[config.mk]
export PLATFORM = sky130hd
export DESIGN_NAME = zsdram_func_module
export DESIGN_NICKNAME = d
export VERILOG_FILES = /design/src/rtl/zsdram_pkg.sv /design/src/rtl/zsdram_wait_cnt.sv /design/src/rtl/zsdram_func_module.sv
export SDC_FILE = /design/constraint.sdc
export NUM_CORES = 1
export LEC_CHECK = 0
export BUFFER_PORTS_ARGS = -buffer_cell sky130_fd_sc_hd__buf_2
export CAP_MARGIN = 20
export CORE_MARGIN = 10
export CORE_UTILIZATION = 40
export DETAILED_ROUTE_END_ITERATION = 16
export SLEW_MARGIN = 10
export SYNTH_ARGS = -nofsm -noshare
export SYNTH_HDL_FRONTEND = slang
export SYNTH_HIERARCHICAL = 1
export SYNTH_SLANG_ARGS = --single-unit
[constraint.sdc]
create_clock -name clk -period 3.75 [get_ports clk]
set_input_delay 0.375 -clock clk [delete_from_list [all_inputs] [get_ports clk]]
set_output_delay 0.375 -clock clk [all_outputs]
set_load 0.01 [all_outputs]
[src/rtl/zsdram_pkg.sv]
// Shared definitions for the SDRAM command sequencer: pin command codes,
// FSM state encoding, address field widths and the mode-register value.
package zsdram_pkg;

  localparam int ADDR_W = 13;
  localparam int BA_W   = 2;
  localparam int COL_W  = 9;
  localparam int DATA_W = 16;
  localparam int A10    = 10;

  // {cs_n, ras_n, cas_n, we_n}
  localparam logic [3:0] CMD_NOP = 4'b0111;
  localparam logic [3:0] CMD_ACT = 4'b0011;
  localparam logic [3:0] CMD_RD  = 4'b0101;
  localparam logic [3:0] CMD_WR  = 4'b0100;
  localparam logic [3:0] CMD_PRE = 4'b0010;
  localparam logic [3:0] CMD_REF = 4'b0001;
  localparam logic [3:0] CMD_LMR = 4'b0000;

  localparam logic [ADDR_W-1:0] MODE_REG  = 13'h030;
  localparam logic [ADDR_W-1:0] ALL_BANKS = 13'h0400;

  typedef enum logic [3:0] {
    S_IDLE, S_WAIT, S_INIT_PRE, S_INIT_REF1, S_INIT_REF2, S_INIT_LMR,
    S_REF, S_ACT, S_WR, S_RD, S_CAP, S_DONE, S_WAIT_REL
  } state_t;

  typedef struct packed {
    logic [BA_W-1:0]   ba;
    logic [ADDR_W-1:0] row;
    logic [COL_W-1:0]  col;
  } sdr_addr_t;

  // Column address with A10 set, selecting auto-precharge.
  function automatic logic [ADDR_W-1:0] colAddr(input logic [COL_W-1:0] col);
    logic [ADDR_W-1:0] a;
    a = '0;
    a[COL_W-1:0] = col;
    a[A10] = 1'b1;
    return a;
  endfunction

endpackage

[src/rtl/zsdram_wait_cnt.sv]
// Loadable down-counter shared by every timed wait of the sequencer.
// Loading N-1 and leaving on the zero flag gives a wait of exactly N cycles.
module zsdram_wait_cnt #(
  parameter int W = 15
) (
  input  logic         clk,
  input  logic         rst_n,
  input  logic         load,
  input  logic [W-1:0] loadVal,
  output logic         zero
);

  logic [W-1:0] cnt;

  // NOTE: clocked state uses non-blocking assignments so every flop samples pre-edge values.
  always_ff @(posedge clk or negedge rst_n) begin
    if (!rst_n) begin
      cnt <= '0;
    end else if (load) begin
      cnt <= loadVal;
    end else if (cnt != '0) begin
      cnt <= cnt - 1'b1;
    end
  end

  assign zero = (cnt == '0);

endmodule

[src/rtl/zsdram_func_module.sv]
// SDRAM command sequencer: turns a one-hot call into the init, refresh, single-word
// write or single-word read command sequence and signals completion with oDone.
module zsdram_func_module
  import zsdram_pkg::*;
#(
  parameter int T_INIT = 26700,
  parameter int T_RP   = 3,
  parameter int T_RFC  = 9,
  parameter int T_MRD  = 2,
  parameter int T_RCD  = 3,
  parameter int T_WR   = 2,
  parameter int CL     = 3
) (
  input  logic                          clk,
  input  logic                          rst_n,
  input  logic [3:0]                    iCall,
  output logic                          oDone,
  input  logic [BA_W+ADDR_W+COL_W-1:0]  iAddr,
  input  logic [DATA_W-1:0]             iData,
  output logic [DATA_W-1:0]             oData,
  output logic                          sdr_cke,
  output logic [3:0]                    sdr_cmd,
  output logic [BA_W-1:0]               sdr_ba,
  output logic [ADDR_W-1:0]             sdr_addr,
  output logic [DATA_W-1:0]             sdr_dq_o,
  output logic                          sdr_dq_oe,
  input  logic [DATA_W-1:0]             sdr_dq_i
);

  localparam int CNT_W = $clog2(T_INIT + T_RFC + T_WR + T_RP + CL + 1);

  state_t            state, retState;
  sdr_addr_t         reqAddr;
  logic              isWrite;
  logic [BA_W-1:0]   bankReg;
  logic [COL_W-1:0]  colReg;
  logic [DATA_W-1:0] dataReg, dqIn;
  logic              cntLoad, cntZero;
  logic [CNT_W-1:0]  cntVal;

  assign reqAddr = iAddr;
  assign sdr_cke = 1'b1;

  // Every non-wait state reloads the counter with the length of the wait that follows it.
  // NOTE: each always_comb output gets a default first, so no path can infer a latch.
  always_comb begin
    cntLoad = (state != S_WAIT);
    cntVal  = '0;
    case (state)
      S_IDLE:                   cntVal = CNT_W'(T_INIT - 1);
      S_INIT_PRE, S_CAP:        cntVal = CNT_W'(T_RP - 1);
      S_INIT_REF1, S_INIT_REF2,
      S_REF:                    cntVal = CNT_W'(T_RFC - 1);
      S_INIT_LMR:               cntVal = CNT_W'(T_MRD - 1);
      S_ACT:                    cntVal = CNT_W'(T_RCD - 1);
      S_WR:                     cntVal = CNT_W'(T_WR + T_RP - 1);
      S_RD:                     cntVal = CNT_W'(CL - 1);
      default:                  cntVal = '0;
    endcase
  end

  zsdram_wait_cnt #(.W(CNT_W)) u_wait_cnt (
    .clk     (clk),
    .rst_n   (rst_n),
    .load    (cntLoad),
    .loadVal (cntVal),
    .zero    (cntZero)
  );

  // NOTE: the request and capture registers are reset too; they are a handful of flops, not a memory.
  always_ff @(posedge clk or negedge rst_n) begin
    if (!rst_n) begin
      state     <= S_IDLE;
      retState  <= S_IDLE;
      isWrite   <= 1'b0;
      bankReg   <= '0;
      colReg    <= '0;
      dataReg   <= '0;
      dqIn      <= '0;
      oData     <= '0;
      oDone     <= 1'b0;
      sdr_cmd   <= CMD_NOP;
      sdr_ba    <= '0;
      sdr_addr  <= '0;
      sdr_dq_o  <= '0;
      sdr_dq_oe <= 1'b0;
    end else begin
      sdr_cmd   <= CMD_NOP;
      sdr_dq_oe <= 1'b0;
      oDone     <= 1'b0;
      dqIn      <= sdr_dq_i;
      case (state)
        S_IDLE: begin
          bankReg <= reqAddr.ba;
          colReg  <= reqAddr.col;
          dataReg <= iData;
          if (iCall[0]) begin
            state    <= S_WAIT;
            retState <= S_INIT_PRE;
          end else if (iCall[1]) begin
            state   <= S_REF;
            sdr_cmd <= CMD_REF;
          end else if (iCall[3] || iCall[2]) begin
            state    <= S_ACT;
            isWrite  <= iCall[3];
            sdr_cmd  <= CMD_ACT;
            sdr_ba   <= reqAddr.ba;
            sdr_addr <= reqAddr.row;
          end
        end
        S_INIT_PRE:  begin state <= S_WAIT; retState <= S_INIT_REF1; end
        S_INIT_REF1: begin state <= S_WAIT; retState <= S_INIT_REF2; end
        S_INIT_REF2: begin state <= S_WAIT; retState <= S_INIT_LMR;  end
        S_INIT_LMR,
        S_REF,
        S_WR:        begin state <= S_WAIT; retState <= S_DONE;      end
        S_ACT:       begin state <= S_WAIT; retState <= isWrite ? S_WR : S_RD; end
        S_RD:        begin state <= S_WAIT; retState <= S_CAP;       end
        S_CAP: begin
          // dqIn now holds what the device drove CL cycles after RD.
          oData    <= dqIn;
          state    <= S_WAIT;
          retState <= S_DONE;
        end
        S_WAIT: begin
          if (cntZero) begin
            state <= retState;
            case (retState)
              S_INIT_PRE: begin
                sdr_cmd  <= CMD_PRE;
                sdr_ba   <= '0;
                sdr_addr <= ALL_BANKS;
              end
              S_INIT_REF1, S_INIT_REF2: sdr_cmd <= CMD_REF;
              S_INIT_LMR: begin
                sdr_cmd  <= CMD_LMR;
                sdr_ba   <= '0;
                sdr_addr <= MODE_REG;
              end
              S_WR: begin
                sdr_cmd   <= CMD_WR;
                sdr_ba    <= bankReg;
                sdr_addr  <= colAddr(colReg);
                sdr_dq_o  <= dataReg;
                sdr_dq_oe <= 1'b1;
              end
              S_RD: begin
                sdr_cmd  <= CMD_RD;
                sdr_ba   <= bankReg;
                sdr_addr <= colAddr(colReg);
              end
              S_DONE:  oDone <= 1'b1;
              default: ;
            endcase
          end
        end
        S_DONE: state <= S_WAIT_REL;
        S_WAIT_REL: begin
          // A call held high after completion must not start the same sequence again.
          if (iCall == 4'b0000) state <= S_IDLE;
        end
        default: state <= S_IDLE;
      endcase
    end
  end

endmodule

### Word-level counts from Yosys, hierarchy flattened

Memories as Yosys holds them, arrays and structs flattened.
Index checks and enable logic that the tools add are counted.
Widths: inputs -> output; s select.

| storage, ports and cells | value |
|---|---|
| bits in registers | 120 |
| bits in read-only memories | 128 |
| bits of input ports | 62 |
| output and inout port bits | 54 |
| logic and storage cells | 102 |
| memories kept | 1 |

Memories:

| name | words | bits a word | read ports | clocked after memory_dff | write ports | line | RTL |
|---|---|---|---|---|---|---|---|
| (name not given) | 16 | 8 | 1 | 0 | 0 | zsdram_func_module.sv:49 | `case (state)` |

| cells by class | value |
|---|---|
| $add $sub $neg | 1 |
| eq/ne operators | 29 |
| multiplexer cells | 35 |
| bitwise gates (word level) | 2 |
| reductions and logical operators | 19 |

Operators by type and width:

| operator | number |
|---|---|
| $mux 13 | 4 |
| $pmux 13 s3 | 1 |
| $eq 4x4->1 const B | 8 |
| $mux 15 | 2 |
| $pmux 4 s7 | 1 |
| $pmux 13 s2 | 1 |
| $eq 4x3->1 const B | 6 |
| $mux 4 | 6 |
| $pmux 4 s5 | 1 |
| $eq 4x2->1 const B | 4 |
| $logic_not 15->1 | 1 |
| $pmux 3 s5 | 1 |
| $reduce_bool 15->1 | 1 |
| $sub 15x1->15 const B | 1 |
| $mux 3 | 4 |
| $ne 2x2->1 const B | 6 |
| $reduce_and 6->1 | 2 |
| $reduce_or 9->1 | 1 |
| $logic_not 4->1 | 2 |
| $mux 2 | 4 |
| $pmux 2 s2 | 2 |
| $mux 1 | 7 |
| $reduce_bool 7->1 | 1 |
| $pmux 3 s2 | 1 |
| other kinds (13) | 18 |

### Longest topological paths before layout

| logic depth | value |
|---|---|
| depth after elaboration | 5 |
| mapped depth | 11 |
| mapped depth without buffers | 8 |

### Hierarchy

The synthesis kept the hierarchy.

By module, submodules not included:

| module | times used | cells each | area an instance (µm²) | seq. area each (µm²) |
|---|---|---|---|---|
| zsdram_func_module | 1 | 386 | 4508.1 | 2606.2 |
| zsdram_wait_cnt | 1 | 89 | 870.8 | 375.4 |

### Worst setup path before layout

Ideal clock, no wire load.

| timing | value |
|---|---|
| path kind | reg2reg |
| start | register u_wait_cnt.cnt[0] |
| end | register sdr_addr[0] |
| setup time | 0.125 ns |
| data arrival time | 2.764 ns |
| data required time | 3.625 ns |
| setup slack | 0.861 ns |
| stages on the path, launching flop included | 11 |
| path buffers | 3 |
| period minus slack after synthesis | 2.889 ns |
| cell sequence | dfrtp_1 inv_1 ha_1 or3b_2 buf_2 nor4_4 buf_6 mux2i_1 a2111oi_4 buf_6 mux2_4 |

| between the ends | value |
|---|---|
| longest elaborated chain between the ends | 3 |

RTL lines:

| item | line | RTL |
|---|---|---|
| from (decl) | zsdram_wait_cnt.sv:13 | `logic [W-1:0] cnt;` |
| from (signal assigned) | zsdram_wait_cnt.sv:20 | `cnt <= loadVal;` |
| from (signal assigned) | zsdram_wait_cnt.sv:22 | `cnt <= cnt - 1'b1;` |
| $logic_not 15->1 | zsdram_wait_cnt.sv:26 | `assign zero = (cnt == '0);` |
| via cntZero | zsdram_func_module.sv:38 | `logic cntLoad, cntZero;` |
| $ne 2x2->1 (no source line) | n/a |  |
| $reduce_and 6->1 (no source line) | n/a |  |
| to (signal assigned) | zsdram_func_module.sv:108 | `sdr_addr <= reqAddr.row;` |
| to (signal assigned) | zsdram_func_module.sv:143 | `sdr_addr <= colAddr(colReg);` |
| to (signal assigned) | zsdram_func_module.sv:150 | `sdr_addr <= colAddr(colReg);` |
| to (decl) | zsdram_func_module.sv:24 | `output logic [ADDR_W-1:0] sdr_addr,` |

The timed path passes the listed nets, and every way through them passes these cells.
A chain may end at the register's enable or synchronous reset.

### Worst setup path in the final report

| timing | value |
|---|---|
| start | register u_wait_cnt.cnt[0] |
| end | register sdr_dq_o[15] |

| between the ends | value |
|---|---|
| longest elaborated chain between the ends | 2 |

RTL lines:

| item | line | RTL |
|---|---|---|
| $logic_not 15->1 | zsdram_wait_cnt.sv:26 |  |
| via cntZero | zsdram_func_module.sv:38 |  |
| $reduce_and 3->1 (no source line) | n/a |  |
| to (signal assigned) | zsdram_func_module.sv:144 | `sdr_dq_o <= dataReg;` |
| to (decl) | zsdram_func_module.sv:25 | `output logic [DATA_W-1:0] sdr_dq_o,` |

The timed path passes the listed nets, and every way through them passes these cells.

==> out/results.tsv <==
metric	value	unit
total leakage power	3.39	nW
final setup skew	0.00956	ns
Die Ht	136	um
Crit-path slowest cell	or3_1	
number of pins exceeding their max-slew limit in the final report	0	
M1 wire length	5500	um
CTS Root Cell	clkbuf_16	
1st-pass router iterations	4	
Antenna Violating Nets Remaining	0	
share of layout cells above drive strength 1	34.1	%
power per cell area	847	nW/um2
longest individual stage delay on the worst path	0.71	ns
part of the total power dissipated in sequential elements	36.6	%
instance count on the critical path	7	
most common library cell in the layout ignoring fill and taps	dfrtp_1	
antenna violations before repair	0	
final global-route overflow total	0	
ordered list of cells on the worst path	inv_1, ha_1, or3b_2, nor4_4, nand3_1, or3_1, mux2_1	
placer's final routability congestion estimate	0.895	
result of the run	completed	
library cell occupying the most area in the post-synthesis netlist	dfrtp_1	
CP endpoint kind	register	
measured slew at the worst slew-check pin	0.894	ns
Logic pwr share	33.9	%
register bit count reported by yosys	119	
core box area	13200	um2
commonest cells after routing, fill and taps aside	116 x dfrtp_1, 112 x buf_2, 102 x nand2_1	
Post-CTS Resized	0	
setup_tns	0	ns
number of hold buffers added after CTS	0	
Wirelength per Cell	16.7	um
maximum number of pins on one net before global-route repair	68	
arrival time at the worst endpoint	3.52	ns
wirelength, routed	13000	um
net total in the final layout	658	
R2R cell count	7	
setup repair after global routing missed its margin	no	
die area	18500	um2
summed instance area of the synthesized netlist	5380	um2
Std-Cell Rows	42	
minimum clock period after layout	3.23	ns
Remaining DRCs	0	
TritonCTS clock tree	done	
initial core utilization	40.8	%
number of global-route vias before repair	4165	
peak supply drop	495	uV
vias	3929	
final hold violation count	0	
number of buffer and inverter stages on the critical path	1	
Final Cycle Share	86.2	%
H-tree lvl count	4	
Primary FF master, synth	dfrtp_1	
insertion delay to the later sink of the worst-skew pair	0.42	ns
Slew HR	40.4	%
class of the most critical setup path	reg2reg	
clock sink total	119	
class of the tightest hold or removal check	in2async	
growth of design area from synthesis to finish	24.4	%
total of buffers placed on input and output ports	113	
number of DRC markers in iteration 0	258	
worst hold margin	0.0613	ns
proportion of synthesized flip-flops having asynchronous set or reset	100	%
clock network power share	29.6	%
Area contributors post-synth	dfrtp_1 54%, nand2_1 7.1%, mux2_2 5.2%, mux2_4 4.2%, a22o_1 2.9%	
TritonCTS buffer count	17	
Clock Path Buffers	2	
switching share of total power	35.3	%
cell internal power dissipation	3.67	mW
Vias per Instance	5.04	
n_diodes	0	
Clock Pin Slew Worst Setup and Hold Paths	0.06	ns
I/O Pins	116	
share of the yosys chip area belonging to registers	55.4	%
max cap viols	0	
share of Yosys cell area claimed by the top area cell type	54.0	%
top layer in use	met4	
Overall Global Routing Usage	14.5	%
Met2 Wirelength	6320	um
maximum operating frequency	309	MHz
final setup violation count	0	
global-route wire length before repair	21100	um
Post-synth EDFFs	0	
synthesized netlist cell count	475	
Routed met3 length	878	um
post-synthesis cell type count	61	
syn avg cell area	11.3	um2
critical path's top delay family	simple AND/OR/NAND/NOR gates	
Total Power	5.67	mW
sum of net half-perimeters after detailed placement	9190	um
setup fix buffers added after clock tree synthesis	0	
kind of launch point of the worst setup path	register	
number of warnings printed during yosys synthesis	6	
die width	136	um
required time of the critical path	4.04	ns
switching pwr	2.00	mW
Max FO, Critical Path	17	
registers in the layout (all words and copies together) (netlist names):
signal          count
sdr_addr           13
dataReg            16
sdr_cmd             3
dqIn               16
u_wait_cnt/cnt     15
oData              16
sdr_dq_o           16
sdr_dq_oe           1
retState            4
bankReg             2
state               4
isWrite             1
oDone               1
colReg              9
sdr_ba              2
layout make-up:
type                            count  area [um2]
Fill cell                        1165        6500
Sequential cell                   119        2980
Multi-Input combinational cell    319        2190
Timing Repair Buffer              119         626
Clock buffer                       19         453
Tap cell                          176         220
Clock inverter                     13         169
Inverter                           15        56.3
synthesized netlist by cell type, types with 5 or more instances:
library cell	number
a21oi_1	11
a22o_1	18
buf_2	7
buf_6	5
clkbuf_1	13
dfrtp_1	116
ha_1	5
inv_1	14
mux2_2	25
mux2_4	15
mux2i_1	8
nand2_1	102
nor2_1	17
nor3_1	6
nor4_1	5
o21ai_0	14
o31ai_1	7
or4_1	6
xnor2_1	6
worst paths after layout:
path,slack (ns),start,endpoint
hold / removal,0.06,rst_n,oData[7]
setup reg to reg,0.52,u_wait_cnt/cnt[0],sdr_dq_o[15]
hold reg to reg,0.47,dataReg[5],dataReg[5]
setup / recovery,0.52,u_wait_cnt/cnt[0],sdr_dq_o[15]
max in group asynchronous,2.86,rst_n,sdr_cmd[0]
min in group clk,0.06,sdr_dq_i[5],dqIn[5]
per-stage QoR:
step	instance area, um2	setup slack, ns	cells	util (%)
5_1_grt	6690	0.277	780	50.7
2_1_floorplan	5410	0.861	482	-
3_3_place_gp	6070	0.575	748	46.0
4_1_cts	6690	0.452	780	50.7
6_report	6690	0.517	780	50.7
3_5_place_dp	6070	0.500	748	46.0
metal layers:
layer	up-vias	global-route usage [%]
met5	-	0
met4	0	6.80
met3	15	5.24
met2	125	22.7
met1	1911	17.4
li1	1878	-
worst reg2reg max path, delay by kind of cell (launching register included):
family | cells | cell delay [ns]
and+or+nand+nor | 4 | 1.96
muxes | 1 | 0.47
DFF | 1 | 0.40
adders and majority gates | 1 | 0.18
buffers and inverters | 1 | 0.10
cell families after synthesis:
group / count (synthesis) / synth area share, %
AO/OA/AOI/OAI: 75 / 10.4
XOR/XNOR: 10 / 1.63
adder cells (fa/ha/maj): 5 / 1.16
buffers and inverters: 44 / 4.37
flip-flops: 119 / 55.4
multiplexers: 52 / 11.7
other: 2 / 0.140
AND/OR/NAND/NOR: 168 / 15.1
power by group through the flow:
stage               combinational [mW]  clock [mW]  sequential [mW]
floorplan                         1.37           0             2.06
global placement                  1.90           0             2.06
detailed placement                1.95           0             2.08
CTS                               1.96        1.72             2.07
global route                      2.16        1.78             2.14
finish                            1.92        1.68             2.07
Power figures use the tool's default switching activity.
